<file path="config.mk">
export PLATFORM = sky130hd
export DESIGN_NAME = fetch_t
export DESIGN_NICKNAME = d
export VERILOG_FILES = /design/src/rtl/fetch_t_pkg.sv /design/src/rtl/fetch_t_instr_len_decode.sv /design/src/rtl/fetch_t.sv
export SDC_FILE = /design/constraint.sdc
export NUM_CORES = 1
export LEC_CHECK = 0
export ABC_AREA = 1
export BUFFER_PORTS_ARGS = -buffer_cell sky130_fd_sc_hd__buf_2
export CELL_PAD_IN_SITES_DETAIL_PLACEMENT = 0
export CELL_PAD_IN_SITES_GLOBAL_PLACEMENT = 1
export CORE_ASPECT_RATIO = 1.2
export CORE_MARGIN = 5
export CORE_UTILIZATION = 37
export DETAILED_ROUTE_END_ITERATION = 12
export PLACE_DENSITY_LB_ADDON = 0.1
export SYNTH_ARGS = -nofsm -noshare
export SYNTH_HDL_FRONTEND = slang
export SYNTH_SLANG_ARGS = --single-unit
</file>
<file path="constraint.sdc">
create_clock -name clk_i -period 1.95 [get_ports clk_i]
set_input_delay 0.0975 -clock clk_i [delete_from_list [all_inputs] [get_ports clk_i]]
set_output_delay 0.0975 -clock clk_i [all_outputs]
set_load 0.03 [all_outputs]
</file>
<file path="src/rtl/fetch_t_pkg.sv">
`default_nettype none
// ============================================================================
// Module      : fetch_t_pkg
// Description : Shared types and constants for the instruction fetch stage
//               and the decoder (opcode field positions, FSM states, length).
//               Optional feature macro: FETCH_RESET_VECTOR_EN.
// Revision    : 1.0 - initial release
// ============================================================================
package fetch_t_pkg;

    localparam int AAA_MSB = 7;
    localparam int AAA_LSB = 5;
    localparam int BBB_MSB = 4;
    localparam int BBB_LSB = 2;
    localparam int CC_MSB  = 1;
    localparam int CC_LSB  = 0;

    localparam logic [15:0] RESET_VEC_ADDR = 16'hFFFC;

    // Instruction length in bytes, legal values 1..3
    typedef logic [1:0] instr_len_t;

    typedef enum logic [2:0] {
        S_OPC = 3'd0,
        S_LO  = 3'd1,
        S_HI  = 3'd2,
        S_OUT = 3'd3
`ifdef FETCH_RESET_VECTOR_EN
        ,
        S_VLO = 3'd4,
        S_VHI = 3'd5
`endif
    } fetch_state_t;

endpackage
`default_nettype wire

</file>
<file path="src/rtl/fetch_t_instr_len_decode.sv">
`default_nettype none
// ============================================================================
// Module      : instr_len_decode_t
// Description : Combinational opcode to instruction-length (1..3 bytes) decode.
// Revision    : 1.0 - initial release
// ============================================================================
module instr_len_decode_t
    import fetch_t_pkg::*;
(
    input  logic [7:0] opcode_i,
    output instr_len_t len_o
);

    logic [2:0] w_aaa;
    logic [2:0] w_bbb;
    logic [1:0] w_cc;

    assign w_aaa = opcode_i[AAA_MSB:AAA_LSB];
    assign w_bbb = opcode_i[BBB_MSB:BBB_LSB];
    assign w_cc  = opcode_i[CC_MSB:CC_LSB];

    always_comb begin
        len_o = 2'd1;
        case (w_cc)
            2'b01: begin
                if (w_bbb == 3'b011 || w_bbb == 3'b110 || w_bbb == 3'b111)
                    len_o = 2'd3;
                else
                    len_o = 2'd2;
            end
            2'b10: begin
                if (w_bbb == 3'b011 || w_bbb == 3'b111)
                    len_o = 2'd3;
                else if (w_bbb == 3'b000 || w_bbb == 3'b001 || w_bbb == 3'b101)
                    len_o = 2'd2;
                else
                    len_o = 2'd1;
            end
            2'b00: begin
                if (w_bbb == 3'b000) begin
                    // JSR carries an absolute target; the other bbb=000 forms split 1/2
                    if (w_aaa == 3'b001)
                        len_o = 2'd3;
                    else if (w_aaa == 3'b000 || w_aaa == 3'b010 || w_aaa == 3'b011)
                        len_o = 2'd1;
                    else
                        len_o = 2'd2;
                end else if (w_bbb == 3'b011 || w_bbb == 3'b111) begin
                    len_o = 2'd3;
                end else if (w_bbb == 3'b001 || w_bbb == 3'b100 || w_bbb == 3'b101) begin
                    len_o = 2'd2;
                end else begin
                    len_o = 2'd1;
                end
            end
            default: len_o = 2'd1;
        endcase
    end

endmodule
`default_nettype wire

</file>
<file path="src/rtl/fetch_t.sv">
`default_nettype none
// ============================================================================
// Module      : fetch_t
// Description : Instruction fetch stage: owns the PC, reads 1..3 byte
//               instructions from byte-wide memory and hands {opcode, operand}
//               downstream over valid/ready. Define FETCH_RESET_VECTOR_EN to
//               load the start PC from the reset vector at FFFC/FFFD.
// Revision    : 1.0 - initial release
// ============================================================================
module fetch_t
    import fetch_t_pkg::*;
#(
    parameter logic [15:0] RESET_PC = 16'h8000
) (
    input  logic        clk_i,
    input  logic        rstn_i,
    output logic        mem_req_o,
    output logic [15:0] mem_addr_o,
    input  logic [7:0]  mem_rdata_i,
    output logic [7:0]  opcode_o,
    output logic [15:0] data_o,
    output logic [15:0] pc_o,
    output logic        instr_valid_o,
    input  logic        instr_ready_i,
    input  logic        redirect_i,
    input  logic [15:0] redirect_pc_i
);

    fetch_state_t r_state;
    logic [15:0]  r_pc;
    logic         r_pending;
    instr_len_t   r_len;
    logic [7:0]   r_opcode;
    logic [15:0]  r_data;
    logic [15:0]  r_pc_out;
    logic         r_valid;

    instr_len_t   w_len;
    logic         w_redirect;
    logic [15:0]  w_addr;

    instr_len_decode_t u_len_decode (
        .opcode_i (mem_rdata_i),
        .len_o    (w_len)
    );

    // Redirects only act once the PC is architecturally owned (not during vector load)
    always_comb begin
        w_redirect = 1'b0;
        case (r_state)
            S_OPC, S_LO, S_HI, S_OUT: w_redirect = redirect_i;
            default:                  w_redirect = 1'b0;
        endcase
    end

    always_comb begin
        w_addr = r_pc;
        case (r_state)
            S_OPC:   w_addr = r_pc;
            S_LO:    w_addr = r_pc + 16'd1;
            S_HI:    w_addr = r_pc + 16'd2;
`ifdef FETCH_RESET_VECTOR_EN
            S_VLO:   w_addr = RESET_VEC_ADDR;
            S_VHI:   w_addr = RESET_VEC_ADDR + 16'd1;
`endif
            default: w_addr = r_pc;
        endcase
    end

    assign mem_req_o     = rstn_i && !r_pending && (r_state != S_OUT);
    assign mem_addr_o    = w_addr;
    assign opcode_o      = r_opcode;
    assign data_o        = r_data;
    assign pc_o          = r_pc_out;
    assign instr_valid_o = r_valid;

    always_ff @(posedge clk_i) begin
        if (!rstn_i) begin
`ifdef FETCH_RESET_VECTOR_EN
            r_state <= S_VLO;
`else
            r_state <= S_OPC;
`endif
            r_pc      <= RESET_PC;
            r_pending <= 1'b0;
            r_len     <= 2'd1;
            r_opcode  <= 8'h00;
            r_data    <= 16'h0000;
            r_pc_out  <= 16'h0000;
            r_valid   <= 1'b0;
        end else if (w_redirect) begin
            // Flush: any in-flight read data is dropped by clearing pending
            r_state   <= S_OPC;
            r_pc      <= redirect_pc_i;
            r_pending <= 1'b0;
            r_valid   <= 1'b0;
        end else begin
            case (r_state)
`ifdef FETCH_RESET_VECTOR_EN
                S_VLO: begin
                    if (!r_pending) begin
                        r_pending <= 1'b1;
                    end else begin
                        r_pending <= 1'b0;
                        r_pc[7:0] <= mem_rdata_i;
                        r_state   <= S_VHI;
                    end
                end
                S_VHI: begin
                    if (!r_pending) begin
                        r_pending <= 1'b1;
                    end else begin
                        r_pending  <= 1'b0;
                        r_pc[15:8] <= mem_rdata_i;
                        r_state    <= S_OPC;
                    end
                end
`endif
                S_OPC: begin
                    if (!r_pending) begin
                        r_pending <= 1'b1;
                    end else begin
                        r_pending <= 1'b0;
                        r_opcode  <= mem_rdata_i;
                        r_data    <= 16'h0000;
                        r_pc_out  <= r_pc;
                        r_len     <= w_len;
                        if (w_len == 2'd1) begin
                            r_state <= S_OUT;
                            r_valid <= 1'b1;
                        end else begin
                            r_state <= S_LO;
                        end
                    end
                end
                S_LO: begin
                    if (!r_pending) begin
                        r_pending <= 1'b1;
                    end else begin
                        r_pending   <= 1'b0;
                        r_data[7:0] <= mem_rdata_i;
                        if (r_len == 2'd2) begin
                            r_state <= S_OUT;
                            r_valid <= 1'b1;
                        end else begin
                            r_state <= S_HI;
                        end
                    end
                end
                S_HI: begin
                    if (!r_pending) begin
                        r_pending <= 1'b1;
                    end else begin
                        r_pending    <= 1'b0;
                        r_data[15:8] <= mem_rdata_i;
                        r_state      <= S_OUT;
                        r_valid      <= 1'b1;
                    end
                end
                S_OUT: begin
                    if (instr_ready_i) begin
                        r_valid <= 1'b0;
                        r_pc    <= r_pc + {14'd0, r_len};
                        r_state <= S_OPC;
                    end
                end
                default: begin
                    r_state   <= S_OPC;
                    r_pending <= 1'b0;
                    r_valid   <= 1'b0;
                end
            endcase
        end
    end

endmodule
`default_nettype wire

</file>
# Yosys cells after proc, flatten, opt, wreduce, memory -nomap -nowiden
# Cells that the tools add are included.
dict set report totals {
  ff_bits 63
  in_bits 28
  out_inout_bits 58
  word_cells 100
}
dict set report classes {
  addsub 3
  eq_ne 23
  muxes 34
  bitwise 2
  n_reduce_logical 29
}
# cell n
set ops {}
lappend ops {{two-way mux 16 bit} 4}
lappend ops {{case mux 16 bit (2 select lines)} 1}
lappend ops {{case mux 8 bit (2 select lines)} 2}
lappend ops {{adder 16 x 1 -> 16 bit, second input constant} 1}
lappend ops {{adder 16 x 2 -> 16 bit} 1}
lappend ops {{adder 16 x 2 -> 16 bit, second input constant} 1}
lappend ops {{two-way mux 2 bit} 8}
lappend ops {{== test 3 x 2 -> 1 bit, second input constant} 5}
lappend ops {{== test 3 bit, second input constant} 4}
lappend ops {{two-way mux 3 bit} 4}
lappend ops {{!= test 2 bit, second input constant} 6}
lappend ops {{case mux 3 bit (4 select lines)} 1}
lappend ops {{AND reduction 4 bit} 3}
lappend ops {{two-way mux 1 bit} 10}
lappend ops {{== test 3 x 1 -> 1 bit, second input constant} 3}
lappend ops {{zero test 3 bit} 3}
lappend ops {{logical OR 1 bit} 9}
lappend ops {{two-way mux 8 bit} 1}
lappend ops {{nonzero test 2 bit} 4}
lappend ops {{case mux 2 bit (3 select lines)} 1}
lappend ops {{AND reduction 6 bit} 1}
lappend ops {{== test 2 x 1 -> 1 bit, second input constant} 2}
lappend ops {{== test 2 bit, second input constant} 2}
lappend ops {{case mux 1 bit (4 select lines)} 1}
lappend ops {{other kinds (11)} 13}

# Longest topological paths before layout
# Gate-level depths: netlist (run 1).
dict set report logic_depth {
  ltp_word 11
  depth_mapped 13
  depth_no_buf 13
}

# Hierarchy
# A second synthesis (run 1) with hierarchy kept.
dict set report hier_totals {
  cells_unflattened 538
  hier_area_um2 3509.6
}
# mod instances cells_per_inst area_per_inst_um2 seq_area_each_um2
set modules_own_cells {}
lappend modules_own_cells {fetch_t 1 514 3408.3 1241.2}
lappend modules_own_cells {instr_len_decode_t 1 24 101.3 0.0}

# Worst setup path before layout (run 1)
# Ideal clock, no wire load.
dict set report synth_timing {
  kind {reg-to-output}
  start {register r_state[0]}
  end {output port mem_addr_o[15]}
  arrival_time_ns 1.894
  t_required_ns 1.852
  path_slack_ns -0.042
  path_stages_with_launch 9
  path_buffers 0
  path_cell_list {dfxtp_1 -> inv_1 -> ha_1 -> inv_1 -> nor2_1 -> or2_2 -> o21ai_0 -> nor2_1 -> nor2_1}
}
dict set report synth_via {
  elab_chain_len 2
  elab_cells_between_ends 3
  classes_between {eq/ne: 2; mux: 1}
}
# element line_no
set synth_lines {}
lappend synth_lines {{from (decl)} fetch_t.sv:29} ;# fetch_state_t r_state;
lappend synth_lines {{from (signal assigned)} fetch_t.sv:82} ;# r_state <= S_OPC;
lappend synth_lines {{from (signal assigned)} fetch_t.sv:93} ;# r_state <= S_OPC;
lappend synth_lines {{from (signal assigned)} fetch_t.sv:129} ;# r_state <= S_OUT;
lappend synth_lines {{== test 3 x 2 -> 1 bit or == test 3 x 1 -> 1 bit (tied branches)} fetch_t.sv:58} ;# case (r_state)
lappend synth_lines {{case mux 16 bit (2 select lines) (*)} fetch_t.sv:58}
lappend synth_lines {{to (decl)} fetch_t.sv:18} ;# output logic [15:0] mem_addr_o,
# Mark *: on every way between the ends. The rest lies on a longest branch, timed or not.

# Worst setup path in the final report (run 1)
dict set report layout_timing {
  start {register r_state[1]}
  end {output port mem_addr_o[13]}
}
# Same word-level chain as after synthesis.

==> metrics, run 1 <==
Initial DRC Count about 170; placed cell areas roughly 4200 µm²; Most used DFF post-synth dfxtp_1; Hold Crit Depth 3; synthesis-stage register bit count 62; R2R Setup Slk 0.06 ns; R2R Path Start r_state[1]; Antenna Diode Count 0; vias in the first global route 4043; worst-case clock buffer depth 2; Data required, critical path ~1.9 ns; largest family of logic cells by synthesized area simple AND/OR/NAND/NOR gates; Clk Latency, worst-skew pair 0.35 ns; CP max stage delay 0.38 ns; CTS tree yes; failing checks setup timing; Peak VDD IR 0.457 mV; final setup violation count 7; clock root cell clkbuf_8; Post-Syn Nets roughly 570; Cell Rows 38; R2R cell count 11; final wirelength 13.2 mm; Static Leak 2.26 nW; H-tree Lvls 3; WP buf/inv 3; EDFF count, synth 0; critical hold path startpoint redirect_pc_i[3]; Synth Area in Adders 3.50%; largest net degree at the start of global routing 32; initial antenna violation count 0; I/O Pins 86; Critical Path AT 1.92 ns; layout cells sized above 1 34.8%; Avg Vias per Cell 5.10; Synth Area in Compound Gates 18.7%; Area growth syn-to-layout 46.7%; Critical Path Slowest Stage Cell dfxtp_4; fmax roughly 500 MHz; die area 11300 µm²; Slew HR between 50% and 60%; Worst Skew 0.0147 ns; critical path class reg -> out; CP top delay family simple AND/OR/NAND/NOR gates; synthesized area 3430 µm²; PnR worst setup slack -0.0628 ns; average cell area after synthesis 6.47 µm²; DP HPWL 9.61 mm; Max Fanout on Critical Path 4; Netlist cell types 33; total power 4.24 mW; Tmin final 2.01 ns; Tcrit/Tclk final 103%; gr ovfl total 0; HP Class in -> reg; status finished with violations; number of CTS-inserted buffers 9; commonest cells after routing, fill and taps aside nand2_1, buf_2, nor2_1; crit-path cells inv_4, ha_4, nand2_4, buf_6, nor2_4, nand3_2, nand3b_1, nand2_1, buf_6; Tightest Pin Transition 0.638 ns; total clock sinks a little over 60; # placed instances 757; pwr/cell area 841 nW/µm²; Initial Util around 38%; final cell count without fillers 792; die height 116 µm; fin area 5040 µm²; Yosys warning count 0; 1st-pass router iterations 5; ys async rst share 0%; total global-route track usage 22.4%; reg2reg end r_pc[9]; Layout Nets 704; drt wl/cell between 15 and 20 µm; die width 98.0 µm; CP Launch Type flop; DRC errors left 0; Mapped Cells 531; max-slew violations 0; post-synthesis simple-gate area fraction 32.9%; Max Cap Violations 0; Worst setup EP type primary output; DR vias about 4000; Worst Hold Path EP r_pc[3]; core area 9080 µm²; sequential area share after synthesis 36.1%; GP Congestion 0.906; CP most frequent cell buf_6; RSZ-0062 raised after global routing yes; first-pass GRT wire length about 20 mm; final hold vios 0; xor and xnor area share after synthesis 0.255%; most common cell after layout, fill and taps aside nand2_1; clock slew at reported path FFs 0.08 ns; multiplexer share of the synthesized area 0%; antenna-violating nets left 0; number of port buffers 85
## report_power, final
group | switching, mW | internal (mW) | total (mW)
Clock | 0.568 | 0.592 | 1.16
Combinational | 0.963 | 0.633 | 1.60
Sequential | 0.0997 | 1.38 | 1.48
Total | 1.63 | 2.60 | 4.24
## cell type report
type / instances / area, µm²
Fill cell: 936 / 4040
Sequential cell: 62 / 1260
Timing Repair Buffer: 141 / 1050
Tap cell: 120 / 150
Multi-Input combinational cell: 399 / 2160
Clock buffer: 9 / 124
Inverter: 54 / 220
Clock inverter: 7 / 72.6
## metal layers
metal  vias to the layer above  routed length, µm  GRT usage (%)
li1                       2011                  -              -
met1                      1875               5360           25.1
met2                       120               6610           39.9
met3                        36                694           4.88
met4                         0                512           11.6
met5                         -                  0              0
## cell usage after synthesis, types with 2 or more instances
cell | instances | area, µm²
dfxtp_1 | 62 | 1240
nor2_2 | 2 | 12.5
a22oi_1 | 2 | 15.0
nand4_1 | 6 | 37.5
nand2_2 | 2 | 12.5
inv_2 | 4 | 15.0
nor2_1 | 70 | 263
clkbuf_1 | 7 | 26.3
nand2_1 | 139 | 522
ha_1 | 8 | 100
buf_4 | 3 | 22.5
clkbuf_2 | 2 | 10.0
or2_2 | 7 | 43.8
a31oi_1 | 7 | 43.8
a21oi_1 | 51 | 255
nand3_1 | 32 | 160
o22ai_1 | 5 | 31.3
buf_2 | 4 | 20.0
o21ai_1 | 14 | 70.1
o21ai_0 | 35 | 175
nor3_1 | 6 | 30.0
inv_1 | 50 | 188
o211ai_1 | 3 | 22.5
## metrics by stage
step | hold WS, ns | util (%) | TNS, ns | setup WS, ns
6_report | 0.0149 | 55.5 | -0.200 | -0.0628
5_1_grt | 0.0184 | 55.5 | -1.24 | -0.175
4_1_cts | 0.0166 | 51.6 | -0.0641 | -0.0476
3_5_place_dp | 0.380 | 46.7 | 0 | 0.0116
3_3_place_gp | 0.373 | 46.7 | 0 | 0.0340
2_1_floorplan | 0.232 | - | 0 | 0.0104
## logic make-up (layout without fill, tap and decap cells)
group	Yosys count	after routing
XOR/XNOR	1	1
AND/OR/NAND/NOR	268	269
adder cells (fa/ha/maj)	9	9
flip-flops	62	62
buffers and inverters	71	211
AO/OA/AOI/OAI	120	120
## registers in the layout, summed over array words and instances (netlist names)
name / flops
data_o: 16
pc_o: 16
r_pc: 16
opcode_o: 8
r_len: 2
r_state: 2
instr_valid_o: 1
r_pending: 1
## how the worst max path moves through the flow
stage / slack, ns / start / endpoint / depth (start not counted)
2_1_floorplan: 0.01 / r_state[0] / mem_addr_o[7] / 6
3_3_place_gp: 0.03 / r_state[1] / mem_addr_o[14] / 10
3_5_place_dp: 0.01 / r_state[1] / mem_addr_o[14] / 10
4_1_cts: -0.05 / r_state[1] / mem_addr_o[14] / 10
5_1_grt: -0.18 / r_state[1] / mem_addr_o[13] / 9
6_report: -0.06 / r_state[1] / mem_addr_o[13] / 9
## worst reg2reg max path: cells and delay by family (launching register included)
kind,cells,cell delay (ns)
AND/OR/NAND/NOR,7,0.89
buffers and inverters,3,0.37
flip-flops,1,0.36
adder cells (fa/ha/maj),1,0.17
## timing repair
action,in CTS,in global routing
pin swaps,12,23
endpoints found under the hold margin,1,0
endpoints found under the setup margin,16,58
gates resized for setup,67,54
cloned,0,5
hold buffers,1,0
setup buffers,4,10
(Power assumes the default switching activity.)
==> run 2, diff against run 1 <==
- CELL_PAD_IN_SITES_DETAIL_PLACEMENT: 0 -> 1
==> run 2 against run 1 <==
  * The flow finishes with violations (hold timing, setup timing)
  * Non-clock buffer count rose by 8
  * Final area rose by 6.1%
  * Sequential power barely moved
  * Register-to-register slack got worse by 0.13 ns
  * Sequential share of layout area fell by 1.5 points
  * First-iteration DRC count rose by 18%
  * Largest cell class unchanged
  * Highest routed layer unchanged
==> metrics, run 2 (synthesis gave the netlist of run 1 again) <==
vias in the first global route 4505; max-slew violations 0; die width 98.0 µm; most common cell after layout, fill and taps aside nand2_1; Initial DRC Count 196; Slew HR 54.8%; R2R Path Start r_state[1]; die area 11300 µm²; DP HPWL approximately 11 mm; Max Cap Violations 0; status finished with violations; worst-case clock buffer depth 2; clock slew at reported path FFs 0.08 ns; RSZ-0062 raised after global routing yes; PnR worst setup slack -0.126 ns; Worst setup EP type primary output; Sw Share slightly above 40%; first-pass GRT wire length 22.9 mm; Setup Slack @ Placement -0.00242 ns; final setup violation count 32; R2R cell count 12; Max Fanout on Critical Path 4; Initial Util 37.8%; total global-route track usage 25.9%; DRC errors left 0; Power Internal ~2.7 mW; CTS tree yes; reg2reg end pc_o[15]; Cell Rows 38; commonest cells after routing, fill and taps aside nand2_1, buf_2, nor2_1; CP Launch Type flop; core area 9080 µm²; clock root cell clkbuf_8; CP Capture Point mem_addr_o[13]; GP Congestion ~0.91; Layout Nets 712; number of port buffers 85; Clk Latency, worst-skew pair 0.37 ns; 1st-pass router iterations 4; Avg Vias per Cell 5.45; die height approximately 120 µm; combinational fraction of design power 40.3%; pwr/cell area 855 nW/µm²; critical path class reg -> out; DR vias 4363; Worst Skew 0.0168 ns; total clock sinks 62; failing checks hold timing, setup timing; Static Leak 2.35 nW; Tmin final 2.08 ns; number of CTS-inserted buffers 9; TNS Setup -1.46 ns; initial antenna violation count 0; total power approximately 4.6 mW; antenna-violating nets left 0; Area growth syn-to-layout 55.6%; Antenna Diode Count 0; Critical Path AT 1.98 ns; final wirelength 16.5 mm; NetSw 1.85 mW; Data required, critical path around 1.9 ns; Tightest Pin Transition 0.677 ns; largest net degree at the start of global routing 32; layout cells sized above 1 a little over two fifths; Seq pwr share around a third; gr ovfl total 0; I/O Pins 86; H-tree Lvls 3; WHS -0.00261 ns; R2R Setup Slk -0.07 ns; HP Class in -> reg; crit path launch r_state[1]; placed cell areas 4250 µm²; clock share of power 26.8%; fmax 482 MHz; drt wl/cell 20.6 µm; Tcrit/Tclk final 106%; Peak VDD IR 0.686 mV; final hold vios 1; fin area about 5300 µm²
-- run 2: cell count changes in the layout (fill, tap and decap cells not counted), moves of 3 or more --
cell,delta
o21ai_0,-11
o21ai_1,-12
buf_6,+4
o21ai_2,+19
ha_1,-3
a21oi_2,+9
o21ai_4,+4
ha_2,+3
a21oi_1,-9
buf_12,+3
-- run 2: layout make-up --
type	instances	area, µm²
clock buffers	9	124
flip-flops and latches	62	1260
fillers	1180	3740
repair buffers	149	1160
well taps	120	150
inverters	54	223
multi-input cells	399	2350
clock inverters	7	80.1
-- run 2: per-stage QoR --
| stage | instances | utilization [%] | hold slack (ns) |
|---|---|---|---|
| 5_1_grt | 800 | 58.8 | -0.00733 |
| 6_report | 800 | 58.8 | -0.00261 |
| 2_1_floorplan | 531 | - | 0.232 |
| 3_3_place_gp | 757 | 46.7 | 0.373 |
| 4_1_cts | 782 | 52.4 | 0.00179 |
| 3_5_place_dp | 757 | 46.7 | 0.385 |
-- run 2: how the worst min path moves through the flow --
| stage | start | slack (ns) | to | cells past startpoint |
|---|---|---|---|---|
| after detailed placement | redirect_pc_i[4] | 0.39 | r_pc[4] | 3 |
| final | redirect_pc_i[3] | -0.003 | r_pc[3] | 3 |
| after global routing | mem_rdata_i[7] | -0.007 | data_o[7] | 3 |
| after floorplan | mem_rdata_i[1] | 0.23 | opcode_o[1] | 2 |
| after CTS | redirect_pc_i[3] | 0.002 | r_pc[3] | 3 |
| after global placement | redirect_pc_i[2] | 0.37 | r_pc[2] | 3 |
-- run 2: power by group through the flow --
stage,combinational [mW],clock [mW],sequential [mW]
detailed placement,1.30,0,1.50
CTS,1.47,1.23,1.48
finish,1.84,1.22,1.50
global route,1.95,1.31,1.51
global placement,1.28,0,1.49
floorplan,0.684,0,1.60
-- run 2: what timing repair did --
item / 4_1_cts / 5_1_grt
resized for setup: 78 / 108
setup buffers: 8 / 12
gates cloned: 1 / 6
endpoints found under the hold margin: 1 / 0
hold buffers: 1 / 0
pin swaps: 18 / 31
setup endpoints to repair: 16 / 71
-- run 2: metal layers --
layer	up-vias	global-route usage [%]	part of all wire, %
met2	134	48.5	53
met3	52	6.08	4.9
met5	-	0	0
met1	2140	27.5	37
li1	2037	-	-
met4	0	12.4	4.7
-- run 2: critical path: stages (launching register included) --
cell	delay, ns
dfxtp_4	0.38
inv_4	0.06
ha_4	0.33
nand2_4	0.08
buf_6	0.13
nor2_4	0.14
nand3_2	0.11
nand3b_1	0.17
nand2_1	0.08
buf_6	0.13
